$ cat src/rtl/raster_scheduler_if.sv
// rtl/raster_scheduler_if.sv - triangle stream handshake between producer and scheduler
interface raster_scheduler_if #(
    parameter int DATA_WIDTH = 4
);
    logic                  tri_valid;
    logic                  tri_ready;
    logic                  tri_last;
    logic [9:0]            tri_x0;
    logic [9:0]            tri_y0;
    logic [9:0]            tri_x1;
    logic [9:0]            tri_y1;
    logic [9:0]            tri_x2;
    logic [9:0]            tri_y2;
    logic [DATA_WIDTH-1:0] tri_color;

    modport master (
        output tri_valid, tri_last, tri_x0, tri_y0, tri_x1, tri_y1, tri_x2, tri_y2, tri_color,
        input  tri_ready
    );

    modport slave (
        input  tri_valid, tri_last, tri_x0, tri_y0, tri_x1, tri_y1, tri_x2, tri_y2, tri_color,
        output tri_ready
    );
endinterface

$ cat src/rtl/raster_scheduler.sv
// rtl/raster_scheduler.sv - frame controller: clears framebuffer, feeds triangles to rasterizer
module raster_scheduler #(
    parameter int                       FB_WIDTH      = 160,
    parameter int                       FB_HEIGHT     = 120,
    parameter int                       FB_ADDR_WIDTH = 15,
    parameter int                       FB_DATA_WIDTH = 4,
    parameter logic [FB_DATA_WIDTH-1:0] CLEAR_VALUE   = '0
) (
    input  logic                     clk,
    input  logic                     rst,
    input  logic                     frame_start,
    raster_scheduler_if.slave        tri_stream,
    output logic [9:0]               rast_x0,
    output logic [9:0]               rast_y0,
    output logic [9:0]               rast_x1,
    output logic [9:0]               rast_y1,
    output logic [9:0]               rast_x2,
    output logic [9:0]               rast_y2,
    output logic                     rast_start,
    input  logic [FB_ADDR_WIDTH-1:0] rast_fb_addr,
    input  logic                     rast_fb_we,
    input  logic                     rast_done,
    output logic [FB_ADDR_WIDTH-1:0] fb_addr,
    output logic [FB_DATA_WIDTH-1:0] fb_data,
    output logic                     fb_we,
    output logic                     busy,
    output logic                     frame_done,
    output logic [15:0]              tri_count
);

    localparam logic [FB_ADDR_WIDTH-1:0] LAST_ADDR = FB_ADDR_WIDTH'(FB_WIDTH * FB_HEIGHT - 1);

    typedef enum logic [2:0] {
        IDLE,
        CLEAR,
        ACCEPT,
        LAUNCH,
        WAIT_RAST,
        FRAME_DONE
    } state_t;

    state_t                   state;
    logic [FB_ADDR_WIDTH-1:0] clear_addr;
    logic [FB_DATA_WIDTH-1:0] color_q;
    logic                     last_q;
    logic                     first_wait;

    always_ff @(posedge clk or posedge rst) begin
        if (rst) begin
            state      <= IDLE;
            clear_addr <= '0;
            tri_count  <= '0;
            color_q    <= '0;
            last_q     <= 1'b0;
            first_wait <= 1'b0;
            rast_x0    <= '0;
            rast_y0    <= '0;
            rast_x1    <= '0;
            rast_y1    <= '0;
            rast_x2    <= '0;
            rast_y2    <= '0;
        end else begin
            case (state)
                IDLE: begin
                    if (frame_start) begin
                        state      <= CLEAR;
                        clear_addr <= '0;
                        tri_count  <= '0;
                    end
                end
                CLEAR: begin
                    clear_addr <= clear_addr + 1'b1;
                    if (clear_addr == LAST_ADDR) begin
                        state <= ACCEPT;
                    end
                end
                ACCEPT: begin
                    if (tri_stream.tri_valid) begin
                        rast_x0 <= tri_stream.tri_x0;
                        rast_y0 <= tri_stream.tri_y0;
                        rast_x1 <= tri_stream.tri_x1;
                        rast_y1 <= tri_stream.tri_y1;
                        rast_x2 <= tri_stream.tri_x2;
                        rast_y2 <= tri_stream.tri_y2;
                        color_q <= tri_stream.tri_color;
                        last_q  <= tri_stream.tri_last;
                        if (tri_count != 16'hFFFF) begin
                            tri_count <= tri_count + 16'd1;
                        end
                        state <= LAUNCH;
                    end
                end
                LAUNCH: begin
                    state      <= WAIT_RAST;
                    first_wait <= 1'b1;
                end
                WAIT_RAST: begin
                    // rast_done may still be high from the previous triangle during the first cycle
                    first_wait <= 1'b0;
                    if (!first_wait && rast_done) begin
                        state <= last_q ? FRAME_DONE : ACCEPT;
                    end
                end
                FRAME_DONE: begin
                    state <= IDLE;
                end
                default: begin
                    state <= IDLE;
                end
            endcase
        end
    end

    assign tri_stream.tri_ready = (state == ACCEPT);
    assign rast_start           = (state == LAUNCH);
    assign busy                 = (state != IDLE);
    assign frame_done           = (state == FRAME_DONE);

    always_comb begin
        fb_addr = '0;
        fb_data = '0;
        fb_we   = 1'b0;
        case (state)
            CLEAR: begin
                fb_addr = clear_addr;
                fb_data = CLEAR_VALUE;
                fb_we   = 1'b1;
            end
            WAIT_RAST: begin
                fb_addr = rast_fb_addr;
                fb_data = color_q;
                fb_we   = rast_fb_we;
            end
            default: begin
                fb_addr = '0;
                fb_data = '0;
                fb_we   = 1'b0;
            end
        endcase
    end

endmodule
$ cat src/flat_wrapper.sv
// flat-port wrapper written by rule: the top's interface ports become plain ports
module raster_scheduler_flat 
#(
    parameter int                       FB_WIDTH      = 160,
    parameter int                       FB_HEIGHT     = 120,
    parameter int                       FB_ADDR_WIDTH = 15,
    parameter int                       FB_DATA_WIDTH = 4,
    parameter logic [FB_DATA_WIDTH-1:0] CLEAR_VALUE   = '0
)
  (clk, rst, frame_start, rast_x0, rast_y0, rast_x1, rast_y1, rast_x2, rast_y2, rast_start, rast_fb_addr, rast_fb_we, rast_done, fb_addr, fb_data, fb_we, busy, frame_done, tri_count, tri_stream_tri_valid, tri_stream_tri_last, tri_stream_tri_x0, tri_stream_tri_y0, tri_stream_tri_x1, tri_stream_tri_y1, tri_stream_tri_x2, tri_stream_tri_y2, tri_stream_tri_color, tri_stream_tri_ready);
  raster_scheduler_if tri_stream_i ();
  input  logic clk;
  input  logic rst;
  input  logic frame_start;
  output logic [9:0] rast_x0;
  output logic [9:0] rast_y0;
  output logic [9:0] rast_x1;
  output logic [9:0] rast_y1;
  output logic [9:0] rast_x2;
  output logic [9:0] rast_y2;
  output logic rast_start;
  input  logic [FB_ADDR_WIDTH-1:0] rast_fb_addr;
  input  logic rast_fb_we;
  input  logic rast_done;
  output logic [FB_ADDR_WIDTH-1:0] fb_addr;
  output logic [FB_DATA_WIDTH-1:0] fb_data;
  output logic fb_we;
  output logic busy;
  output logic frame_done;
  output logic [15:0] tri_count;
  input wire logic [$bits(tri_stream_i.tri_valid)-1:0] tri_stream_tri_valid;
  input wire logic [$bits(tri_stream_i.tri_last)-1:0] tri_stream_tri_last;
  input wire logic [$bits(tri_stream_i.tri_x0)-1:0] tri_stream_tri_x0;
  input wire logic [$bits(tri_stream_i.tri_y0)-1:0] tri_stream_tri_y0;
  input wire logic [$bits(tri_stream_i.tri_x1)-1:0] tri_stream_tri_x1;
  input wire logic [$bits(tri_stream_i.tri_y1)-1:0] tri_stream_tri_y1;
  input wire logic [$bits(tri_stream_i.tri_x2)-1:0] tri_stream_tri_x2;
  input wire logic [$bits(tri_stream_i.tri_y2)-1:0] tri_stream_tri_y2;
  input wire logic [$bits(tri_stream_i.tri_color)-1:0] tri_stream_tri_color;
  output wire logic [$bits(tri_stream_i.tri_ready)-1:0] tri_stream_tri_ready;
  assign tri_stream_i.tri_valid = tri_stream_tri_valid;
  assign tri_stream_i.tri_last = tri_stream_tri_last;
  assign tri_stream_i.tri_x0 = tri_stream_tri_x0;
  assign tri_stream_i.tri_y0 = tri_stream_tri_y0;
  assign tri_stream_i.tri_x1 = tri_stream_tri_x1;
  assign tri_stream_i.tri_y1 = tri_stream_tri_y1;
  assign tri_stream_i.tri_x2 = tri_stream_tri_x2;
  assign tri_stream_i.tri_y2 = tri_stream_tri_y2;
  assign tri_stream_i.tri_color = tri_stream_tri_color;
  assign tri_stream_tri_ready = tri_stream_i.tri_ready;
  raster_scheduler #(.FB_WIDTH(FB_WIDTH), .FB_HEIGHT(FB_HEIGHT), .FB_ADDR_WIDTH(FB_ADDR_WIDTH), .FB_DATA_WIDTH(FB_DATA_WIDTH), .CLEAR_VALUE(CLEAR_VALUE)) u_core (.clk(clk), .rst(rst), .frame_start(frame_start), .tri_stream(tri_stream_i), .rast_x0(rast_x0), .rast_y0(rast_y0), .rast_x1(rast_x1), .rast_y1(rast_y1), .rast_x2(rast_x2), .rast_y2(rast_y2), .rast_start(rast_start), .rast_fb_addr(rast_fb_addr), .rast_fb_we(rast_fb_we), .rast_done(rast_done), .fb_addr(fb_addr), .fb_data(fb_data), .fb_we(fb_we), .busy(busy), .frame_done(frame_done), .tri_count(tri_count));
endmodule
$ cat config.mk
export PLATFORM = sky130hd
export DESIGN_NAME = raster_scheduler_flat
export DESIGN_NICKNAME = d
export VERILOG_FILES = /design/src/rtl/raster_scheduler_if.sv /design/src/rtl/raster_scheduler.sv /design/src/flat_wrapper.sv
export SDC_FILE = /design/constraint.sdc
export NUM_CORES = 1
export LEC_CHECK = 0
export BUFFER_PORTS_ARGS = -buffer_cell sky130_fd_sc_hd__buf_2
export CORE_UTILIZATION = 41
export CTS_CLUSTER_DIAMETER = 120
export DETAILED_ROUTE_END_ITERATION = 12
export PLACE_DENSITY = 0.72
export SYNTH_ARGS = -nofsm -noshare
export SYNTH_HDL_FRONTEND = slang
export SYNTH_SLANG_ARGS = --single-unit
$ cat constraint.sdc
create_clock -name clk -period 3.2 [get_ports clk]
set_input_delay 0.64 -clock clk [delete_from_list [all_inputs] [get_ports clk]]
set_output_delay 0.64 -clock clk [all_outputs]
set_load 0.005 [all_outputs]
==> implementation parameters <==
Parameter                              Value

Global route
  First-pass GRT wire length    17900 um
  Largest net degree at the start of global routing    56
  Via count of the first global-routing pass    between 3000 and 4000
  Antenna violations before repair    0
  Aggregate global routing overflow    0
  Global router's overall resource usage    a little under 20%

Route
  Number of DRC violations after detailed-routing iteration 0    168
  Wire length per cell after detailed routing    around 16 um
  Wire length reported by the detailed router    around 11000 um
  Vias    between 3000 and 4000
  DRC viols    0
  Detail Route Antenna Nets    0
  Per-cell via count in the routed design    5.34
  Number of iterations in the first detailed-routing pass    4

Die
  Die outline height    about 110 um
  Number of top-level pins    about 190
  Core outline area    0.0111 mm^2
  Total Die Area    about 0.012 mm^2
  DIE WIDTH    between 100 and 150 um
  Row cnt    38
  Starting Density    ~43%

Layout
  Synth-to-layout area growth    28.2%
  Fraction of final layout cells with drive strength greater than 1    49.4%
  Net count of the finished layout    around 670
  Antenna Cells    0
  Highest-count cells in the layout ignoring fill and taps    185 x buf_2, 100 x dfrtp_1, 66 x mux2_2
  Most common cell after layout, fill and taps aside    buf_2
  Filler Cell Count    about 950

CTS
  Clock latency of the later-clocked register in the worst-skew pair    about 0.34 ns
  Clock-pin slew on the worst setup and hold paths    around 0.06 ns
  Library cell used as clock root buffer    clkbuf_16
  Number of post-CTS setup repair buffers    0
  Max Buffers Root-to-Sink    2
  Number of levels the H-tree was split into    3
  Clock sinks    100
  TritonCTS Buffers    9
  TritonCTS clock tree    done
  Hold Buf Count CTS    0
  Count of cells resized by post-cts repair    0

Critical path
  Reg2reg start    u_core.state[1]
  WS Path Type    reg2out
  CP arrival    about 1.8 ns
  Critical path startpoint category    flip-flop
  Count of cells along the worst register-to-register path    4
  Crit path max fanout    13
  Reg2Reg Setup Slack    around 0.8 ns
  Reg-to-Reg End    u_core.tri_count[0]
  Required time worst endpoint    between 2 and 3 ns
  Sort of element at the end of the critical path    primary output

Pwr
  Design Power    around 2.8 mW
  Power per unit of standard cell area    ~450 mW/mm^2
  Worst voltage drop across the vdd grid    between 300 and 400 uV
  Pleak    3.29 nW

Synthesis
  Number of warnings issued by yosys    0
  Synthesized-area fraction occupied by ao, oa, aoi and oai cells    a little under a tenth
  Register bit count reported by yosys    100
  Main combinational cell family by area after synthesis    multiplexers
  Post-synthesis cell type count    between 50 and 60
  Xor-xnor portion of the synthesized cell area    less than 1%
  Share of synthesized area occupied by flip-flops and latches    52.7%
  Cell count after synthesis    about 400
  Nets in the synthesized netlist    slightly below 500
  Number of enable flip-flop cells after synthesis    0
  Fraction of the mapped netlist area in adder cells    less than 1%
  Mean instance size in the synthesized netlist    approximately 12 um^2
  Synth Area in Simple Gates    between 10% and 20%
  Portion of netlist area occupied by mux cells    a little under a fifth
  Post-synthesis instance area    around 0.0047 mm^2
  Proportion of synthesized flip-flops having asynchronous set or reset    100%
  Primary flip-flop cell chosen by synthesis mapping    dfrtp_1

STA
  RSZ-0062 raised after global routing    no
  Count of final setup violators    0
  Shortest period the worst path allows    ~2.4 ns
  Clock Skews    0.00370 ns
  Slew at the pin with the worst max-slew slack    0.821 ns
  Count of pins over their slew limit    0
  Max Fclk    about 0.42 GHz
  Slew margin rel.    between 40 and 50%
  Tcrit/Tclk final    75.2%
  Hold Violations, Final    0
  Worst Slack Setup Final    a little under 0.8 ns
  Sum of negative setup slack    0 ns

Placement
  Number of buffer cells added on primary ports    around 190
  Routability Congestion    slightly below 0.9
  HPWL after DPL    a little over 8000 um
  Worst setup slack after placement    0.809 ns

Flow run
  Max Cap Violations    0

Worst hold path
  Kind of path behind the tightest hold check    in2async

Status
  Result of the run    finished clean
[layout make-up]
type | count | area, um^2 | area share (%)
Clock buffer | 11 | 243 | 3.99
Clock inverter | 4 | 50.0 | 0.823
Inverter | 8 | 33.8 | 0.555
Multi-Input combinational cell | 265 | 2070 | 34.0
Sequential cell | 100 | 2500 | 41.1
Tap cell | 140 | 175 | 2.88
Timing Repair Buffer | 193 | 1010 | 16.6
[state kept, by name, summed over array words and instances (netlist names)]
signal,count
u_core.tri_count,16
u_core.clear_addr,15
u_core.rast_x0,10
u_core.rast_x1,10
u_core.rast_x2,10
u_core.rast_y0,10
u_core.rast_y1,10
u_core.rast_y2,10
u_core.color_q,4
u_core.state,3
u_core.first_wait,1
u_core.last_q,1
[per-stage QoR]
stage | hold WS [ns] | instances | util (%) | cell area [um^2]
after detailed placement | 0.491 | 706 | 52.3 | 5790
after floorplan | 0.459 | 396 | - | 4750
after CTS | 0.470 | 721 | 54.9 | 6080
after global placement | 0.481 | 706 | 52.3 | 5790
after global routing | 0.514 | 721 | 54.9 | 6080
final | 0.445 | 721 | 54.9 | 6080
[worst max-delay path by stage]
stage	startpoint	endpoint	slack (ns)	cells after the start
2_1_floorplan	u_core.state[2]	fb_addr[4]	1.17	4
3_3_place_gp	u_core.state[1]	u_core.tri_count[0]	0.95	4
3_5_place_dp	u_core.state[1]	u_core.tri_count[0]	0.81	4
4_1_cts	u_core.state[1]	fb_we	0.78	3
5_1_grt	u_core.state[1]	u_core.tri_count[0]	0.62	4
6_report	u_core.state[1]	fb_we	0.79	3
[worst max-delay path, stage by stage (launching register included)]
cell and delay (ns):
dfrtp_1 0.53, or3b_1 0.65, nand2_1 0.12, buf_2 0.12
[Yosys cell counts (4+ instances only)]
| master | instances | area share (%) |
|---|---|---|
| dfrtp_1 | 100 | 53 |
| nor2_1 | 12 | 0.95 |
| nand3_1 | 16 | 1.7 |
| buf_2 | 5 | 0.53 |
| nand2_1 | 31 | 2.5 |
| o21ai_0 | 14 | 1.5 |
| and3_1 | 9 | 1.2 |
| buf_6 | 7 | 1.7 |
| a22o_1 | 17 | 3.1 |
| o2bb2ai_1 | 4 | 0.74 |
| and2_1 | 7 | 0.92 |
| mux2_2 | 66 | 16 |
| inv_1 | 8 | 0.63 |
| nand4_1 | 9 | 1.2 |
| clkbuf_1 | 7 | 0.55 |
| mux2i_1 | 14 | 3.0 |
| or4_1 | 4 | 0.63 |
| nor4_1 | 8 | 1.1 |
| nor3_1 | 6 | 0.63 |
[report_power, final]
part | switching, mW | total, mW | internal (mW) | leakage (nW)
logic | 0.143 | 0.300 | 0.157 | 1.77
clock network | 0.463 | 1.09 | 0.622 | 0.138
registers | 0.0666 | 1.38 | 1.31 | 1.38
[per-layer routing]
layer / track usage [%] / wire (um)
met5: 0 / 0
met4: 8.38 / 201
met3: 5.75 / 886
met2: 31.9 / 5540
met1: 24.0 / 4710
[kinds of logic after synthesis]
logic type / count (synthesis)
buffers and inverters: 31
xor gates and xnor gates: 2
adders and majority gates: 2
AOI/OAI and AO/OA: 57
DFF: 100
and+or+nand+nor: 124
muxes: 80
Note: power is estimated with default switching activity, not from simulation.
